[src/rtl/serial_adder_pkg.sv]
// serial_adder_pkg
//   Shared types and helpers for the bit-serial adder.
//   - sa_state_t    : control FSM states (IDLE, ADD, DONE)
//   - DEFAULT_WIDTH : default operand width
//   - cnt_width()   : bit counter width, $clog2(WIDTH) but never below 1
package serial_adder_pkg;

  typedef enum logic [1:0] {
    IDLE = 2'd0,
    ADD  = 2'd1,
    DONE = 2'd2
  } sa_state_t;

  localparam int DEFAULT_WIDTH = 8;

  // WIDTH=1 would give $clog2(1)=0, which is not a legal vector width.
  function automatic int cnt_width(input int width);
    int w;
    w = $clog2(width);
    return (w < 1) ? 1 : w;
  endfunction

endpackage

[src/rtl/serial_adder_full_adder_bit.sv]
// full_adder_bit
//   One-bit full adder built from two half-adder stages and an OR.
//   Ports:
//     x, y  : input  addend bits
//     cin   : input  carry in
//     s     : output sum bit
//     co    : output carry out
module full_adder_bit (
  input  logic x,
  input  logic y,
  input  logic cin,
  output logic s,
  output logic co
);

  logic p1;
  logic g1;
  logic g2;

  // First half adder: x + y
  assign p1 = x ^ y;
  assign g1 = x & y;

  // Second half adder: partial sum + cin
  assign s  = p1 ^ cin;
  assign g2 = p1 & cin;

  assign co = g1 | g2;

endmodule

[src/rtl/serial_adder.sv]
// serial_adder
//   Bit-serial adder: operands are added LSB-first through a single
//   full_adder_bit and a carry register, one bit per clock.
//   Request side is valid/ready (this block responds), result side is
//   valid/ready towards the downstream consumer.
//
//   Optional build macro SERIAL_ADDER_SUB_EN adds input 'sub': when set
//   with a request, the block computes (a-b) mod 2^WIDTH and cout=1 means
//   no borrow.
//
//   Ports:
//     clk       : input  clock, rising edge
//     rst_n     : input  asynchronous active-low reset
//     in_valid  : input  request valid
//     in_ready  : output block can accept a request (high only in IDLE)
//     sub       : input  subtract select (SERIAL_ADDER_SUB_EN only)
//     a, b      : input  [WIDTH-1:0] operands, sampled on handshake
//     out_valid : output result valid
//     out_ready : input  downstream takes the result
//     sum       : output [WIDTH-1:0] result bits
//     cout      : output carry out of bit WIDTH-1
module serial_adder
  import serial_adder_pkg::*;
#(
  parameter int WIDTH = DEFAULT_WIDTH
) (
  input  logic             clk,
  input  logic             rst_n,
  input  logic             in_valid,
  output logic             in_ready,
`ifdef SERIAL_ADDER_SUB_EN
  input  logic             sub,
`endif
  input  logic [WIDTH-1:0] a,
  input  logic [WIDTH-1:0] b,
  output logic             out_valid,
  input  logic             out_ready,
  output logic [WIDTH-1:0] sum,
  output logic             cout
);

  localparam int CNT_W = cnt_width(WIDTH);
  localparam logic [CNT_W-1:0] LAST_CNT = CNT_W'(WIDTH - 1);

  sa_state_t        state_reg;
  sa_state_t        state_next;

  logic [WIDTH-1:0] a_sh_reg;
  logic [WIDTH-1:0] b_sh_reg;
  logic [WIDTH-1:0] sum_sh_reg;
  logic [WIDTH-1:0] sum_sh_next;
  logic [WIDTH-1:0] sum_reg;
  logic             cout_reg;
  logic             carry_reg;
  logic [CNT_W-1:0] cnt_reg;

  logic             fa_s;
  logic             fa_co;
  logic             accept;
  logic             last_bit;

  logic [WIDTH-1:0] b_load;
  logic             carry_init;

`ifdef SERIAL_ADDER_SUB_EN
  // Two's-complement subtract: a + ~b + 1.
  assign b_load     = sub ? ~b : b;
  assign carry_init = sub;
`else
  assign b_load     = b;
  assign carry_init = 1'b0;
`endif

  // ---------------------------------------------------------------
  // Control FSM
  // ---------------------------------------------------------------
  always_ff @(posedge clk or negedge rst_n) begin
    if (!rst_n) begin
      state_reg <= IDLE;
    end else begin
      state_reg <= state_next;
    end
  end

  assign last_bit = (cnt_reg == LAST_CNT);

  always_comb begin
    state_next = state_reg;
    in_ready   = 1'b0;
    out_valid  = 1'b0;
    accept     = 1'b0;
    case (state_reg)
      IDLE: begin
        // Gated by rst_n so the block never advertises readiness in reset.
        in_ready = rst_n;
        if (in_valid) begin
          accept     = 1'b1;
          state_next = ADD;
        end
      end
      ADD: begin
        if (last_bit) begin
          state_next = DONE;
        end
      end
      DONE: begin
        out_valid = 1'b1;
        if (out_ready) begin
          state_next = IDLE;
        end
      end
      default: begin
        state_next = IDLE;
      end
    endcase
  end

  // ---------------------------------------------------------------
  // Datapath: one full-adder cell, carry register, shift registers
  // ---------------------------------------------------------------
  full_adder_bit u_fa (
    .x   (a_sh_reg[0]),
    .y   (b_sh_reg[0]),
    .cin (carry_reg),
    .s   (fa_s),
    .co  (fa_co)
  );

  // New sum bit enters at the MSB; after WIDTH shifts bit 0 sits at [0].
  genvar gi;
  generate
    for (gi = 0; gi < WIDTH; gi++) begin : g_sum_shift
      if (gi == WIDTH - 1) begin : g_msb
        assign sum_sh_next[gi] = fa_s;
      end else begin : g_lower
        assign sum_sh_next[gi] = sum_sh_reg[gi + 1];
      end
    end
  endgenerate

  // The working shift register is separate from the visible sum so the
  // previous result stays on 'sum' until the next one is complete.
  always_ff @(posedge clk or negedge rst_n) begin
    if (!rst_n) begin
      a_sh_reg   <= '0;
      b_sh_reg   <= '0;
      sum_sh_reg <= '0;
      sum_reg    <= '0;
      cout_reg   <= 1'b0;
      carry_reg  <= 1'b0;
      cnt_reg    <= '0;
    end else begin
      if (accept) begin
        a_sh_reg  <= a;
        b_sh_reg  <= b_load;
        carry_reg <= carry_init;
        cnt_reg   <= '0;
      end else if (state_reg == ADD) begin
        a_sh_reg   <= a_sh_reg >> 1;
        b_sh_reg   <= b_sh_reg >> 1;
        carry_reg  <= fa_co;
        sum_sh_reg <= sum_sh_next;
        cnt_reg    <= cnt_reg + CNT_W'(1);
        if (last_bit) begin
          sum_reg  <= sum_sh_next;
          cout_reg <= fa_co;
        end
      end
    end
  end

  assign sum  = sum_reg;
  assign cout = cout_reg;

endmodule

[config.mk]
export PLATFORM = sky130hd
export DESIGN_NAME = serial_adder
export DESIGN_NICKNAME = d
export VERILOG_FILES = /design/src/rtl/serial_adder_pkg.sv /design/src/rtl/serial_adder_full_adder_bit.sv /design/src/rtl/serial_adder.sv
export SDC_FILE = /design/constraint.sdc
export NUM_CORES = 1
export LEC_CHECK = 0
export CAP_MARGIN = 20
export CORE_ASPECT_RATIO = 0.75
export CORE_UTILIZATION = 55
export DETAILED_ROUTE_END_ITERATION = 10
export GPL_ROUTABILITY_DRIVEN = 0
export GPL_TIMING_DRIVEN = 1
export PLACE_DENSITY = 0.8
export REMOVE_ABC_BUFFERS = 1
export SLEW_MARGIN = 10
export SYNTH_ARGS = -nofsm -noshare
export SYNTH_HDL_FRONTEND = slang
export SYNTH_SLANG_ARGS = --single-unit
[constraint.sdc]
create_clock -name clk -period 2.67 [get_ports clk]
set_clock_uncertainty 0.15 [all_clocks]
set_input_delay 0.6675 -clock clk [delete_from_list [all_inputs] [get_ports clk]]
set_output_delay 0.6675 -clock clk [all_outputs]
set_load 0.03 [all_outputs]
==> summary.md <==
| Metric | Value |
|---|---|
| Final instance area | 2160 um^2 |
| Synth area leader | dfrtp_1 |
| Layout net count | between 150 and 200 |
| Max-Cap Viols | 0 |
| Total core area | roughly 3000 um^2 |
| Die area | 3410 um^2 |
| Synth Flop Type | dfrtp_1 |
| Hold slack final | 0.328 ns |
| Largest family of logic cells by synthesized area | simple AND/OR/NAND/NOR gates |
| Final setup fails | 0 |
| Post-Synth Adder-Cell Area | 0.0258 |
| CTS Buffer Depth | 2 |
| Die height | 50.8 um |
| Vias in the first global route | around 1,200 |
| Yosys Warn Count | 0 |
| Tightest Hold Check Type | input pin to asynchronous set/reset pin |
| PD cells | 1180 nW/um^2 |
| Setup_tns | 0 ns |
| Reg2reg end | b_sh_reg[4] |
| Placed cells | ~200 |
| Wirelength per Cell | 16.6 um |
| Status | finished clean |
| Critical path class | flip-flop to output pin |
| Worst-Margin Slew | 0.932 ns |
| Remaining DRCs | 0 |
| Post-synthesis xor/xnor area fraction | 0 |
| Max layer used | met4 |
| CTS tree | built |
| Post-synthesis mux area share | 0.109 |
| Port buffer count | 30 |
| Reg clk slew, reported paths | 0.07 ns |
| Worst Path Max Fanout | 2 |
| Met2 WL | 1580 um |
| Number of synthesized register bits | 38 |
| # clock sinks | 38 |
| Final hold vios | 0 |
| Max-slew headroom | 0.377 |
| Post-synth EDFFs | 0 |
| IR Drop Worst-Case VDD | 669 uV |
| DP HPWL | 2270 um |
| Simple-gate share of the synthesized area | 0.150 |
| WL final | approximately 3400 um |
| # rows | 17 |
| Total track usage | 0.236 |
| Initial DRC Count | 75 |
| Synth-to-Final Area Change | 23.8% |
| Final Non-Filler Cells | 203 |
| Core Util, Final | 0.727 |
| Post-synth top area share | 0.544 |
| Met3 wire len | roughly 150 um |
| H-tree depth | 2 |
| Routed vias/inst | 5.83 |
| Critical Path RT | approximately 1.9 ns |
| Initial Util | 0.587 |
| Worst Setup End Kind | output pin |
| Synthesized area per cell | 12.9 um^2 |
| Most numerous cell in the Yosys netlist | dfrtp_1 |
| Fin crit share | 0.893 |
| Vias | ~1,200 |
| CTS Buf Count | 5 |
| Antenna fix cells | 0 |
| Reg-to-reg slack, setup | 0.77 ns |
| Sequential area share after synthesis | 0.544 |
| Post-synthesis compound-gate area fraction | 0.113 |
| IO Count | 31 |
| Mapped cell area | 1750 um^2 |
| RSZ-0062 raised after global routing | no |
| ANT nets after route | 0 |
| Post-CTS setup buffer count | 0 |
| Initial antenna violation count | 0 |
| Syn Inst Count | between 100 and 150 |
| CP arrival | about 1.6 ns |
| First-pass GRT wire length | 5690 um |
| Area contributors post-synth | dfrtp_1 (54%), mux2_2 (10%), nor4b_1 (4.5%) |
| CTS resizes | 0 |
| Highest clock rate | 0.419 GHz |
| Post-cts hold buffer count | 0 |
| Largest net degree at the start of global routing | 39 |
| Reg-to-reg critical path startpoint | state_reg[0] |
| Fin crit period | 2.38 ns |
| CP startpoint kind | flip-flop |
| GRT Residual Overflow | 0 |
| Lkg Pwr | 0.000936 uW |
| Synth top cells by count | dfrtp_1 (38), mux2_2 (16), inv_1 (10), nor3b_1 (10), nor4b_1 (9) |
| FF-to-FF path depth | 3 |
| Unique masters post-synth | 27 |
| DRT met1 WL | 1590 um |
| First-pass iteration count of the detailed router | 4 |
| Die span in x | 67.1 um |
| Placed inst area | 2050 um^2 |
| Share of cells above drive strength 1 | 0.230 |
| Ys async rst share | 1.00 |
| Worst-skew pair later-pin latency | 0.28 ns |
| CTS root buf | clkbuf_8 |
| Slew Viols, Final | 0 |
## area by class of cell
class	count	area, um^2
fill	208	813
inverter	10	37.5
timing repair buffer	34	323
tap	38	47.5
clock buffer	8	110
multi-input combinational	75	696
sequential	38	951
## worst max-delay path: stages, from the launching register on
cell             delay (ns)
dfrtp_1                0.39
nand2b_1               0.18
inv_1                  0.06
clkdlybuf4s50_1        0.66
## per-layer routing
metal,global-route usage,vias to the layer above
met5,0,-
met3,0.0625,7
li1,-,556
met2,0.332,29
met1,0.354,592
met4,0.0745,0
## worst max-delay path by stage
stage                     cells after the start           to  slack [ns]         start
final                                         3    out_valid        0.29  state_reg[0]
after detailed placement                      3  a_sh_reg[5]        0.07      in_valid
after CTS                                     3    out_valid        0.28  state_reg[0]
after global routing                          3  b_sh_reg[4]        0.24      in_valid
after global placement                        3  a_sh_reg[3]        0.19      in_valid
after floorplan                               1     in_ready        0.42  state_reg[1]
## cells by family after synthesis
group           count (synthesis)
simple gates                   32
flops                          38
fa+ha+maj                       3
mux                            17
compound gates                 23
buf+inv                        22
## cells in the final DEF (no fill, tap or decap)
cell and n:
dfrtp_1 38, clkdlybuf4s50_1 28, mux2_2 16, inv_1 10
nor3b_1 10, nor4b_1 9, clkbuf_8 8, a211oi_1 7
o221a_2 5, buf_4 5, nand2b_1 4, or4b_1 3
a22o_1 3, a221oi_1 2, or4b_2 2, nor4bb_1 2
a211o_1 2, ha_1 2, nor2b_1 1, o21bai_1 1
o21ba_2 1, a21oi_1 1, nand3b_1 1, o21ai_0 1
mux2i_1 1, fa_1 1, buf_2 1
## stage by stage
step,power [uW],worst slack [ns]
after floorplan,1730,0.421
after global placement,2050,0.191
after detailed placement,2120,0.0727
after CTS,2580,0.283
after global routing,2730,0.237
final,2560,0.286
## where the power goes
group	leakage, uW	internal, uW	switching (uW)
Sequential	0.000453	856	165
Combinational	0.000426	548	538
Clock	0.0000575	261	193
Total	0.000936	1660	896
Power figures use the tool's default switching activity.
